--- src/rtl/hazard_pkg.sv ---
// hazard_pkg: shared definitions for the pipeline hazard controller.
//   - forward-select encodings for the E-stage ALU operand muxes
//   - redirect sequencer state encoding
package hazard_pkg;

    localparam logic [1:0] FWD_NONE = 2'b00;
    localparam logic [1:0] FWD_WB   = 2'b01;
    localparam logic [1:0] FWD_MEM  = 2'b10;

    typedef enum logic [0:0] {
        IDLE  = 1'b0,
        DRAIN = 1'b1
    } seq_state_e;

endpackage : hazard_pkg

--- src/rtl/hazard_ctrl_param_sat_counter.sv ---
// sat_counter: saturating up-counter with synchronous clear.
//   clk   - rising-edge clock
//   rst_n - asynchronous active-low reset, clears the count
//   clr   - synchronous clear, has priority over inc
//   inc   - increment request, ignored once the count is all-ones
//   count - current count value
module sat_counter #(
    parameter int CW = 32
) (
    input  logic          clk,
    input  logic          rst_n,
    input  logic          clr,
    input  logic          inc,
    output logic [CW-1:0] count
);

    logic [CW-1:0] count_r;

    // Count register: clear beats increment, and the value sticks at all-ones.
    always_ff @(posedge clk or negedge rst_n) begin
        if (!rst_n) begin
            count_r <= {CW{1'b0}};
        end else if (clr) begin
            count_r <= {CW{1'b0}};
        end else if (inc && (count_r != {CW{1'b1}})) begin
            count_r <= count_r + CW'(1);
        end else begin
            count_r <= count_r;
        end
    end

    assign count = count_r;

endmodule : sat_counter

--- src/rtl/hazard_ctrl_param.sv ---
// hazard_ctrl_param: hazard and forwarding controller for a 5-stage MIPS pipeline.
//   Inputs : RsD/RtD, RsE/RtE source registers; WriteReg*/RegWrite* per stage;
//            MemtoRegE/M load flags; BranchD, PCSrcD redirect request; CntClr.
//   Outputs: StallF/StallD, FlushD/FlushE pipeline control; ForwardAD/BD
//            D-stage forward from M; ForwardAE/BE E-stage operand select;
//            RedirectBusy while draining fetch after a redirect;
//            StallCount/RedirectCount saturating performance counters.
//   Forwarding and stall outputs are combinational from inputs plus state.
module hazard_ctrl_param
    import hazard_pkg::*;
#(
    parameter int AW             = 5,
    parameter int BRANCH_PENALTY = 2,
    parameter int CW             = 32
) (
    input  logic          clk,
    input  logic          rst_n,
    input  logic [AW-1:0] RsD,
    input  logic [AW-1:0] RtD,
    input  logic [AW-1:0] RsE,
    input  logic [AW-1:0] RtE,
    input  logic [AW-1:0] WriteRegE,
    input  logic [AW-1:0] WriteRegM,
    input  logic [AW-1:0] WriteRegW,
    input  logic          RegWriteE,
    input  logic          RegWriteM,
    input  logic          RegWriteW,
    input  logic          MemtoRegE,
    input  logic          MemtoRegM,
    input  logic          BranchD,
    input  logic          PCSrcD,
    input  logic          CntClr,
    output logic          StallF,
    output logic          StallD,
    output logic          FlushD,
    output logic          FlushE,
    output logic          ForwardAD,
    output logic          ForwardBD,
    output logic [1:0]    ForwardAE,
    output logic [1:0]    ForwardBE,
    output logic          RedirectBusy,
    output logic [CW-1:0] StallCount,
    output logic [CW-1:0] RedirectCount
);

    localparam bit         HAS_PENALTY = (BRANCH_PENALTY > 0);
    localparam logic [3:0] PEN_LOAD    = HAS_PENALTY ? 4'(BRANCH_PENALTY - 1) : 4'd0;

    // A write to register 0 is never a real producer, so it never matches.
    function automatic logic reg_match(input logic we, input logic [AW-1:0] wr,
                                       input logic [AW-1:0] r);
        return we && (wr != {AW{1'b0}}) && (r == wr);
    endfunction

    seq_state_e state_r;
    logic [3:0] pcnt_r;

    logic       mE_rsd_s, mE_rtd_s, mM_rsd_s, mM_rtd_s;
    logic       mM_rse_s, mW_rse_s, mM_rte_s, mW_rte_s;
    logic       lwstall_s, brstall_s, dstall_s;
    logic       accept_s, stall_inc_s;

    assign mE_rsd_s = reg_match(RegWriteE, WriteRegE, RsD);
    assign mE_rtd_s = reg_match(RegWriteE, WriteRegE, RtD);
    assign mM_rsd_s = reg_match(RegWriteM, WriteRegM, RsD);
    assign mM_rtd_s = reg_match(RegWriteM, WriteRegM, RtD);
    assign mM_rse_s = reg_match(RegWriteM, WriteRegM, RsE);
    assign mW_rse_s = reg_match(RegWriteW, WriteRegW, RsE);
    assign mM_rte_s = reg_match(RegWriteM, WriteRegM, RtE);
    assign mW_rte_s = reg_match(RegWriteW, WriteRegW, RtE);

    // A branch compares in D, so it must also wait for a load still in M.
    assign lwstall_s = MemtoRegE && (mE_rsd_s || mE_rtd_s);
    assign brstall_s = BranchD && (mE_rsd_s || mE_rtd_s ||
                                   (MemtoRegM && (mM_rsd_s || mM_rtd_s)));
    assign dstall_s  = lwstall_s || brstall_s;

    // Redirects are only taken once the branch operands are ready.
    assign accept_s    = (state_r == IDLE) && !dstall_s && PCSrcD;
    assign stall_inc_s = (state_r == IDLE) && dstall_s;

    // Redirect sequencer: DRAIN holds fetch for BRANCH_PENALTY cycles.
    always_ff @(posedge clk or negedge rst_n) begin
        if (!rst_n) begin
            state_r <= IDLE;
            pcnt_r  <= 4'd0;
        end else begin
            case (state_r)
                IDLE: begin
                    if (accept_s && HAS_PENALTY) begin
                        state_r <= DRAIN;
                        pcnt_r  <= PEN_LOAD;
                    end else begin
                        state_r <= IDLE;
                        pcnt_r  <= pcnt_r;
                    end
                end
                DRAIN: begin
                    if (pcnt_r == 4'd0) begin
                        state_r <= IDLE;
                        pcnt_r  <= 4'd0;
                    end else begin
                        state_r <= DRAIN;
                        pcnt_r  <= pcnt_r - 4'd1;
                    end
                end
                default: begin
                    state_r <= IDLE;
                    pcnt_r  <= 4'd0;
                end
            endcase
        end
    end

    // Pipeline control and forwarding; everything is held low during reset.
    always_comb begin
        StallF       = 1'b0;
        StallD       = 1'b0;
        FlushD       = 1'b0;
        FlushE       = 1'b0;
        RedirectBusy = 1'b0;
        ForwardAD    = 1'b0;
        ForwardBD    = 1'b0;
        ForwardAE    = FWD_NONE;
        ForwardBE    = FWD_NONE;
        if (!rst_n) begin
            StallF = 1'b0;
        end else begin
            ForwardAD = mM_rsd_s;
            ForwardBD = mM_rtd_s;
            if (mM_rse_s) begin
                ForwardAE = FWD_MEM;
            end else if (mW_rse_s) begin
                ForwardAE = FWD_WB;
            end else begin
                ForwardAE = FWD_NONE;
            end
            if (mM_rte_s) begin
                ForwardBE = FWD_MEM;
            end else if (mW_rte_s) begin
                ForwardBE = FWD_WB;
            end else begin
                ForwardBE = FWD_NONE;
            end
            case (state_r)
                IDLE: begin
                    if (dstall_s) begin
                        StallF = 1'b1;
                        StallD = 1'b1;
                        FlushE = 1'b1;
                    end else if (PCSrcD) begin
                        FlushD = 1'b1;
                    end else begin
                        FlushD = 1'b0;
                    end
                end
                DRAIN: begin
                    StallF       = 1'b1;
                    FlushD       = 1'b1;
                    RedirectBusy = 1'b1;
                end
                default: begin
                    StallF = 1'b0;
                end
            endcase
        end
    end

    sat_counter #(.CW(CW)) u_stall_cnt (
        .clk   (clk),
        .rst_n (rst_n),
        .clr   (CntClr),
        .inc   (stall_inc_s),
        .count (StallCount)
    );

    sat_counter #(.CW(CW)) u_redir_cnt (
        .clk   (clk),
        .rst_n (rst_n),
        .clr   (CntClr),
        .inc   (accept_s),
        .count (RedirectCount)
    );

endmodule : hazard_ctrl_param

--- config.mk ---
export PLATFORM = sky130hd
export DESIGN_NAME = hazard_ctrl_param
export DESIGN_NICKNAME = d
export VERILOG_FILES = /design/src/rtl/hazard_pkg.sv /design/src/rtl/hazard_ctrl_param_sat_counter.sv /design/src/rtl/hazard_ctrl_param.sv
export SDC_FILE = /design/constraint.sdc
export NUM_CORES = 1
export LEC_CHECK = 0
export BUFFER_PORTS_ARGS = -buffer_cell sky130_fd_sc_hd__clkbuf_2
export CAP_MARGIN = 20
export CORE_AREA = 2 2 102 104
export CTS_CLUSTER_SIZE = 10
export DETAILED_ROUTE_END_ITERATION = 8
export DIE_AREA = 0 0 104 106
export PLACE_DENSITY = 0.83
export SYNTH_ARGS = -nofsm -noshare
export SYNTH_HDL_FRONTEND = slang
export SYNTH_SLANG_ARGS = --single-unit
--- constraint.sdc ---
create_clock -name clk -period 2.38 [get_ports clk]
set_clock_uncertainty 0.15 [all_clocks]
set_input_delay 0.119 -clock clk [delete_from_list [all_inputs] [get_ports clk]]
set_output_delay 0.119 -clock clk [all_outputs]
set_load 0.01 [all_outputs]
==> results.md, run 1 <==
- Status: completed
- CTS tree: yes
- Ys Warns: 0
- First-pass DRT Iterations: 5
- Reg clk slew, reported paths: 0.08 ns
- Maximum vdd ir drop: 0.254 mV
- Clk network pwr share: 34.3%
- Max_cap viols: 0
- Core area: 10000 um2
- FFs w/ async S/R, synth: 100%
- Net Count, Synth: 597
- Register bit total from synthesis: 69
- Final min period: 2.36 ns
- Origin of the worst setup path: u_stall_cnt.count[3]
- Post-Syn Area: 4740 um2
- Initial DRC count: 303
- CP endpoint kind: flop
- Clock root buffer: clkbuf_8
- Cells after Synth: 548
- Synth area leaders: dfrtp_1 (36%), mux2_2 (5.0%), xor2_1 (4.4%)
- Crit-path max FO: 3
- Setup violators final: 0
- Number of global-route vias before repair: 5057
- ANT nets after route: 0
- Slowest CP cell: or4_4
- Die area: 11000 um2
- Die W: 104 um
- Fmax: 424 MHz
- Slew @ Worst Pin: 0.541 ns
- First-pass GRT wire length: 23.2 mm
- Most frequent cells in the layout: clkbuf_2 (118), buf_4 (82), dfrtp_1 (67)
- Remaining global-route overflow: 0
- Reg2reg start: u_stall_cnt.count[3]
- Num rows: 37
- Crit Path Class: flop to flop
- DR DRC count: 0
- Inserted Clock Buffers: 9
- Initial antenna violation count: 0
- Register area share after synthesis: 36.5%
- Via count: 5048
- Area leader, netlist: dfrtp_1
- Slowest Stage Delay on Critical Path: 0.45 ns
- Initial Utilization: 47.4%
- Pleak: 2.85 nW
- Final wirelength: 14.0 mm
- Crit path cell chain: nand4_2, or3_4, or4_4, or2_4, nand2b_2, nor4_1, buf_4, mux2_4
- Comb power frac: 21.7%
- Switching share of power: 30.9%
- Tot GR Track Use: 25.4%
- Synthesized area per cell: 8.64 um2
- Synth cell types: 53
- Clock Sinks: 69
- Crit path required time: 2.48 ns
- Dpl ws: -0.0180 ns
- Synth top area share: 36.5%
- Share of layout cells above drive strength 1: 36.2%
- Commonest non-fill, non-tap cell in the layout: clkbuf_2
- Fin nets: 777
- Clk_lat worst skew: 0.36 ns
- RePlAce Congestion: 0.962
- P&R area growth vs syn: 32.8%
- Slew Viols, Final: 0
- H-tree depth: 3
- Setup TNS: 0 ns
- Pwr dens: 453 nW/um2
- Worst Setup Start Kind: flop
- RSZ-0062 raised after global routing: yes
- Number of flops mapped to enable cells by yosys: 0
- Setup WS post-layout: 0.0190 ns
- Relative slew slack: 63.9%
- Final hold vios: 0
- Hold Path Class: input port to flop
- Final Cell Area: 6290 um2
- Final Cycle Share: 99.2%
- Dpl hpwl: 10.2 mm
- CTS Buffer Depth: 2
- Final instance count without filler cells: 869
- Ports: 120
- Switching pwr: 0.881 mW
- Synth Flop Type: dfrtp_1
- Wire per inst: 16.1 um
- Part of the power in registers: 44.0%
- Int Power: 1.97 mW
- Final core occ: 62.9%
- Die H: 106 um
- Via density per instance: 5.81
- Worst EP arrival: 2.46 ns
- Port-buffer cells: 119
- Worst Min Path Start: CntClr
- Largest net degree at the start of global routing: 71
- Ant. Diodes: 0
- Placed cell area: 6000 um2
- Placed Cells: 845
==> metal layers <==
layer	global-route usage (%)	part of all wire, %	vias to the layer above
li1	-	-	2382
met1	30.5	40	2433
met2	45.3	52	192
met3	4.48	5.7	41
met4	10.2	2.8	0
met5	0	0	-
==> synth_stat cells, types with 3 or more instances <==
cell / n
inv_1: 6
nand2_1: 34
or4_1: 27
xnor2_1: 18
ha_1: 4
nor3b_1: 3
a21oi_1: 36
clkbuf_1: 26
nor2b_1: 27
o31ai_1: 22
nor3_1: 18
nor2_1: 48
nor4_1: 10
a311oi_1: 3
dfrtp_1: 69
and2_1: 6
o21ai_0: 17
mux2_4: 3
buf_2: 6
and3_1: 12
mux2_2: 21
xor2_1: 24
and4_1: 7
nand4_1: 22
nand3_1: 31
or3_1: 10
==> through the flow <==
| stage | hold WS (ns) | power [mW] |
|---|---|---|
| final | 0.0792 | 2.85 |
| after global routing | 0.130 | 2.99 |
| after CTS | 0.0809 | 2.86 |
| after detailed placement | 0.0818 | 1.89 |
| after global placement | 0.0925 | 1.86 |
| after floorplan | -0.327 | 1.65 |
==> timing repair <==
action	4_1_cts	5_1_grt
setup endpoints to repair	2	21
hold buffers	2	0
resized for setup	0	7
pin swaps	1	1
cloned	0	0
endpoints found under the hold margin	34	0
buffers inserted	1	5
==> flip-flops by register name (all words and copies together) (netlist names) <==
name / cells
state_r: 1
u_redir_cnt.count: 32
u_stall_cnt.count: 32
pcnt_r: 4
==> final cells by class <==
class,count,area [um2]
Inverter,6,22.5
Clock inverter,4,47.5
Tap cell,136,170
Clock buffer,12,145
Timing Repair Buffer,206,1310
Sequential cell,69,1730
Fill cell,883,3710
Multi-Input combinational cell,436,2870
==> logic make-up after synthesis <==
logic type | share of synthesized area (%)
compound gates | 11.9
xor+xnor | 7.77
fa+ha+maj | 1.06
buf+inv | 4.04
flops | 36.5
mux | 6.15
simple gates | 32.6
==> critical path, delay by kind of cell (launching register included) <==
| family | cells | cell delay, ns |
|---|---|---|
| simple gates | 6 | 1.30 |
| mux | 1 | 0.28 |
| flops | 1 | 0.37 |
| buf+inv | 1 | 0.14 |
==> final timing paths <==
path,endpoint,cells past startpoint,slack (ns)
min in group asynchronous,u_stall_cnt.count[14],3,0.25
max reg2reg,u_stall_cnt.count[5],8,0.02
min,u_stall_cnt.count[6],2,0.08
min reg2reg,pcnt_r[1],2,0.37
max in group asynchronous,u_redir_cnt.count[20],4,0.96
max,u_stall_cnt.count[5],8,0.02
==> power by group through the flow <==
stage / clock network [mW] / registers (mW) / logic [mW]
after floorplan: 0 / 1.27 / 0.377
after global placement: 0 / 1.27 / 0.584
after detailed placement: 0 / 1.28 / 0.611
after CTS: 0.989 / 1.25 / 0.615
after global routing: 1.03 / 1.26 / 0.691
final: 0.977 / 1.26 / 0.619
Power figures use the tool's default switching activity.
==> run 2: changes to the inputs <==
--- a/config.mk
+++ b/config.mk
@@ -12,6 +12,7 @@
 export DETAILED_ROUTE_END_ITERATION = 8
 export DIE_AREA = 0 0 104 106
 export PLACE_DENSITY = 0.83
+export SETUP_SLACK_MARGIN = 0.1
 export SYNTH_ARGS = -nofsm -noshare
 export SYNTH_HDL_FRONTEND = slang
 export SYNTH_SLANG_ARGS = --single-unit
==> run 2 against run 1 <==
The flow now finishes with violations (setup timing). Maximum frequency down 1.5%. Register-to-register slack worse by 0.03 ns. Sequential power about the same. Wire length up 2.1%. Die area unchanged. First-iteration DRC count down 28%. Cell count down 0.12%. Worst hold slack better by 0.12 ns. Cell area up 2.6%. Utilization up 1.6 points.
==> results.md, run 2 (synthesis results as in run 1) <==
- H-tree depth: 3 (unchanged)
- Reg2reg start: u_stall_cnt.count[6]
- Final Cell Area: 6450 um2 (+2.6%)
- Maximum vdd ir drop: 0.360 mV (+42%)
- Crit Path Class: flop to flop
- Number of global-route vias before repair: 4795 (-5.2%)
- Setup WS post-layout: -0.0157 ns (-0.0347 ns)
- Initial DRC count: 219 (-28%)
- Placed Cells: 840 (-0.59%)
- Clk_lat worst skew: 0.34 ns (-0.02 ns)
- Final min period: 2.40 ns (+0.0347 ns)
- Final Cycle Share: 101% (+1.5 points)
- Share of layout cells above drive strength 1: 39.9% (+3.7 points)
- Setup violators final: 2 (+2)
- Register area: 1730 um2 (+0.29%)
- Busiest layer in global routing: met2
- Reg2Reg Setup Slack: -0.02 ns (-0.03 ns)
- Initial antenna violation count: 0 (unchanged)
- M2 GR Usage: 44.0% (-1.4 points)
- P&R area growth vs syn: 36.2%
- Worst EP arrival: 2.47 ns (about the same)
- ANT nets after route: 0 (unchanged)
- Crit-path max FO: 7 (+4)
- Final core occ: 64.5% (+1.6 points)
- Min Hold Slack: 0.195 ns (+0.116 ns)
- Die W: 104 um (unchanged)
- Worst Min Path Start: MemtoRegM
- Failing checks: setup timing
- Initial Utilization: 47.4% (unchanged)
- Final instance count without filler cells: 868 (-0.12%)
- Crit path required time: 2.46 ns (-0.02 ns)
- Hold Path Sink: pcnt_r[3]
- First-pass GRT wire length: 22.6 mm (-3.0%)
- Via density per instance: 5.85 (+0.67%)
- Combined area of the multi-input logic cells: 3050 um2 (+6.2%)
- RR Endpoint: u_stall_cnt.count[27]
- Final hold vios: 0 (unchanged)
- CTS Buffer Depth: 2 (unchanged)
- CTS tree: yes
- Wire per inst: 16.5 um (+2.3%)
- Remaining global-route overflow: 0 (unchanged)
- Reg clk slew, reported paths: 0.07 ns (about the same)
- Pleak: 2.88 nW (+1.0%)
- Slew Viols, Final: 0 (unchanged)
- Core area: 10000 um2 (unchanged)
- Ant. Diodes: 0 (unchanged)
- Num rows: 37 (unchanged)
- RSZ-0062 raised after global routing: yes
- Port-buffer cells: 119 (unchanged)
- Placed cell area: 6020 um2 (+0.31%)
- Tot GR Track Use: 24.7% (-0.70 points)
- Setup TNS: -0.0161 ns (-0.0161 ns)
- Dpl hpwl: 10.1 mm (-0.73%)
- Die H: 106 um (unchanged)
- RePlAce Congestion: 0.870 (-9.5%)
- Cells on worst reg2reg path: 7 (-1)
- DR DRC count: 0 (unchanged)
- Max_cap viols: 0 (unchanged)
- Die area: 11000 um2 (unchanged)
- Largest net degree at the start of global routing: 42 (-41%)
- Clock root buffer: clkbuf_8
- Via count: 5076 (+0.55%)
- Worst Setup Start Kind: flop
- Pwr dens: 424 nW/um2 (-6.4%)
- Fin nets: 777 (unchanged)
- First-pass DRT Iterations: 5 (unchanged)
- Worst Hold Depth: 5 (+3)
- CP endpoint kind: flop
- Commonest non-fill, non-tap cell in the layout: clkbuf_2
- Slew @ Worst Pin: 0.718 ns (+0.176 ns)
- Most frequent cells in the layout: clkbuf_2 (118), buf_4 (76), dfrtp_1 (63)
- Inserted Clock Buffers: 9 (unchanged)
- Clock Sinks: 69 (unchanged)
- FILL cells: 839 (-5.0%)
- Relative slew slack: 52.2% (-12 points)
- Status: complete, but fails checks
- Final wirelength: 14.3 mm (+2.1%)
- Ports: 120 (unchanged)
- Fmax: 417 MHz (-1.5%)
- Hold Path Class: input port to flop
- GR met3 Demand/Resource: 4.90% (+0.43 points)
- Global routing usage on met1: 30.9% (+0.41 points)
## run 2: changes by cell type in the layout (fill, tap and decap cells not counted), sizes merged
cell / previous run / this run
bufinv: 1 / 0
clkinv: 2 / 3
clkinvlp: 1 / 0
## run 2: worst max path at each step
stage                                        to  slack, ns  cells after the start            startpoint
after global placement    u_redir_cnt.count[19]       0.03                      9          WriteRegM[4]
after CTS                 u_stall_cnt.count[28]       0.05                      6  u_stall_cnt.count[6]
after global routing      u_stall_cnt.count[29]      -0.06                      7  u_stall_cnt.count[6]
final                     u_stall_cnt.count[27]      -0.02                      7  u_stall_cnt.count[6]
after floorplan           u_stall_cnt.count[15]      -0.07                      8  u_stall_cnt.count[5]
after detailed placement  u_stall_cnt.count[15]       0.01                      7  u_stall_cnt.count[3]
## run 2: routing by layer
layer	part of all wire (%)	vias to the layer above
li1	-	2382
met1	41	2445
met2	51	215
met3	6.4	34
met4	2.1	0
met5	0	-
## run 2: layout make-up
cell class	instances	area share, %
tap	136	2.64
multi-input combinational	436	47.2
timing repair buffer	206	20.6
inverter	6	0.349
clock inverter	3	0.233
clock buffer	12	2.09
sequential	69	26.9
## run 2: metrics by stage
step	setup slack [ns]	power (mW)
final	-0.0157	2.74
after floorplan	-0.0678	1.66
after CTS	0.0496	2.73
after global routing	-0.0588	2.86
after detailed placement	0.0147	1.90
after global placement	0.0340	1.87
## run 2: where the power goes
| part | internal [mW] | switching, mW |
|---|---|---|
| logic | 0.281 | 0.409 |
| clock network | 0.368 | 0.426 |
| registers | 1.22 | 0.0359 |
| total | 1.87 | 0.870 |
## run 2: what timing repair did
item | in CTS | in global routing
gates resized for setup | 11 | 34
endpoints found under the setup margin | 22 | 55
buffers inserted | 1 | 9
pin swaps | 4 | 23
hold buffers | 2 | 0
gates cloned | 1 | 0
hold endpoints to repair | 70 | 0
## run 2: worst max-delay path, cell delays in order, from the launching register on
cell,delay [ns]
dfrtp_1,0.40
nand4_4,0.11
or3_4,0.36
buf_4,0.15
nor3_4,0.20
nand2_2,0.18
nor4_2,0.33
mux2_2,0.38
==> run 3: changes to the inputs <==
==> constraint.sdc (replaced) <==
create_clock -name clk -period 2.38 [get_ports clk]
set_clock_uncertainty 0.15 [all_clocks]
set_input_delay 0.476 -clock clk [delete_from_list [all_inputs] [get_ports clk]]
set_output_delay 0.476 -clock clk [all_outputs]
set_load 0.01 [all_outputs]
==> run 3 against run 2 <==
The flow finishes with violations (hold timing, setup timing). Worst hold slack got worse by 0.20 ns. Utilization increased by 15 points. Global-route usage increased by 5.8 points. Critical endpoint is now ForwardAE[0]. Largest cell class unchanged. Highest routed layer unchanged.
==> results.md, run 3 (synthesis results as in run 1) <==
- Fmax: 379 MHz (-9.1%)
- Inserted Clock Buffers: 9 (unchanged)
- Final min period: 2.64 ns (+0.240 ns)
- RePlAce Congestion: 0.903 (+3.7%)
- Die H: 106 um (unchanged)
- Tot GR Track Use: 30.5% (+5.8 points)
- Min Hold Slack: -0.00921 ns (-0.204 ns)
- Crit-path max FO: 3 (-4)
- Final hold vios: 2 (+2)
- Most frequent cells in the layout: clkbuf_2 (103), buf_4 (100), dfrtp_1 (66)
- Dpl ws: -0.333 ns (-0.348 ns)
- Setup WS post-layout: -0.256 ns (-0.240 ns)
- Int Power: 2.33 mW (+25%)
- Largest net degree at the start of global routing: 78 (+86%)
- P&R area growth vs syn: 68.3%
- FILL cells: 611 (-27%)
- Port-buffer cells: 119 (unchanged)
- Crit Path Class: input port to primary output
- Core area: 10000 um2 (unchanged)
- First-pass DRT Iterations: 9 (+4)
- Setup violators final: 38 (+36)
- Commonest non-fill, non-tap cell in the layout: clkbuf_2
- DR DRC count: 0 (unchanged)
- CTS Buffer Depth: 2 (unchanged)
- Ports: 120 (unchanged)
- Wire per inst: 21.4 um (+30%)
- Initial antenna violation count: 0 (unchanged)
- Status: complete, but fails checks
- Reg2reg start: u_stall_cnt.count[6]
- Crit-path leading delay family: simple AND/OR/NAND/NOR gates
- Cells on worst reg2reg path: 8 (+1)
- Switching pwr: 1.05 mW (+21%)
- First-pass GRT wire length: 27.3 mm (+21%)
- Share of layout cells above drive strength 1: 54.3% (+14 points)
- Worst Setup Start Kind: input port
- Slew Viols, Final: 0 (unchanged)
- Max_cap viols: 0 (unchanged)
- RR Endpoint: u_stall_cnt.count[27]
- Crit path depth: 8 (+1)
- Ant. Diodes: 0 (unchanged)
- Clk_lat worst skew: 0.36 ns (+0.02 ns)
- Worst Setup EP: ForwardAE[0]
- Crit path required time: 1.75 ns (-0.71 ns)
- Pwr dens: 424 nW/um2 (-0.14%)
- Part of the power in registers: 37.3% (-8.5 points)
- Dpl hpwl: 10.5 mm (+4.5%)
- Failing checks: hold timing, setup timing
- Via count: 5860 (+15%)
- WP buf/inv: 3 (+2)
- Initial DRC count: 453 (+110%)
- Comb power frac: 26.3% (+1.1 points)
- Maximum vdd ir drop: 0.327 mV (-9.2%)
- Switching share of power: 31.1% (-0.64 points)
- Pleak: 3.52 nW (+22%)
- Clock root buffer: clkbuf_8
- Num rows: 37 (unchanged)
- Crit path cell chain: clkbuf_16, or4_4, o21a_4, buf_6, nand4_1, nor3_2, nor4_2, buf_2
- Initial Utilization: 47.4% (unchanged)
- Die area: 11000 um2 (unchanged)
- RSZ-0062 raised after global routing: yes
- Worst EP arrival: 2.01 ns (-0.46 ns)
- Final Cycle Share: 111% (+10 points)
- Slowest Stage Delay on Critical Path: 0.54 ns (+0.14 ns)
- Fin nets: 829 (+6.7%)
- Reg clk slew, reported paths: 0.09 ns (+0.02 ns)
- Final wirelength: 19.7 mm (+38%)
- ANT nets after route: 0 (unchanged)
- Hold Path Class: input port to asynchronous set/reset pin
- Die W: 104 um (unchanged)
- Clock Sinks: 69 (unchanged)
- Remaining global-route overflow: 0 (unchanged)
- H-tree depth: 3 (unchanged)
- Clk network pwr share: 36.4% (+7.4 points)
- Origin of the worst setup path: WriteRegM[3]
- Relative slew slack: 69.0% (+17 points)
- Hold_buf cts: 0 (-2)
- CP endpoint kind: primary output
- Via density per instance: 6.36 (+8.8%)
- Slowest CP cell: or4_4
- CTS tree: yes
- Number of global-route vias before repair: 5565 (+16%)
- Reg2Reg Setup Slack: -0.09 ns (-0.07 ns)
- Slew @ Worst Pin: 0.463 ns (-0.254 ns)
## run 3: changes by cell type in the layout (fill, tap and decap cells not counted), moves of 15 or more
cell	previous run	this run
or4_4	1	19
clkbuf_2	118	103
mux2_4	3	20
buf_4	76	100
or4_1	27	9
mux2_2	21	4
buf_6	6	25
a21oi_2	1	21
a21oi_1	35	15
## run 3: per-layer routing
metal	global-route usage, %	routed length (um)	vias up
met3	5.46	1440	130
met2	54.3	10000	392
li1	-	-	2489
met1	35.4	6900	2849
met5	0	0	-
met4	15.3	1340	0
## run 3: through the flow
| step | cell area [um2] | power (mW) | TNS, ns | utilization [%] | instances |
|---|---|---|---|---|---|
| after floorplan | 5050 | 1.68 | -6.45 | - | 548 |
| after global placement | 6400 | 1.91 | -10.81 | 64.1 | 868 |
| after detailed placement | 6400 | 1.95 | -15.96 | 64.1 | 868 |
| after CTS | 7430 | 3.28 | -2.39 | 74.3 | 908 |
| after global routing | 7970 | 3.50 | -5.23 | 79.7 | 921 |
| final | 7970 | 3.38 | -3.74 | 79.7 | 921 |
## run 3: what timing repair did
| item | CTS | global route |
|---|---|---|
| pin swaps | 56 | 51 |
| buffers inserted | 19 | 17 |
| endpoints found under the setup margin | 50 | 62 |
| resized for setup | 94 | 124 |
| cloned | 6 | 2 |
## run 3: power by group through the flow
stage / registers, mW / logic, mW / clock network, mW
after floorplan: 1.27 / 0.410 / 0
after global placement: 1.27 / 0.639 / 0
after CTS: 1.26 / 0.801 / 1.22
after global routing: 1.26 / 0.947 / 1.29
after detailed placement: 1.28 / 0.673 / 0
final: 1.26 / 0.889 / 1.23
## run 3: worst min path at each step
stage | startpoint | to | slack [ns] | depth (start not counted)
floorplan | rst_n | pcnt_r[0] | 0.03 | 0
CTS | rst_n | u_stall_cnt.count[11] | 0.02 | 2
detailed placement | pcnt_r[1] | pcnt_r[1] | 0.35 | 2
global route | rst_n | u_stall_cnt.count[11] | 0.02 | 2
global placement | pcnt_r[1] | pcnt_r[1] | 0.33 | 2
finish | rst_n | u_stall_cnt.count[11] | -0.009 | 2
## run 3: area by class of cell
type | count | area [um2] | share of cell area [%]
Tap cell | 136 | 170 | 2.13
Sequential cell | 69 | 1730 | 21.7
Clock inverter | 5 | 106 | 1.33
Timing Repair Buffer | 258 | 2050 | 25.7
Multi-Input combinational cell | 436 | 3750 | 47.1
Inverter | 6 | 22.5 | 0.282
Clock buffer | 11 | 141 | 1.77
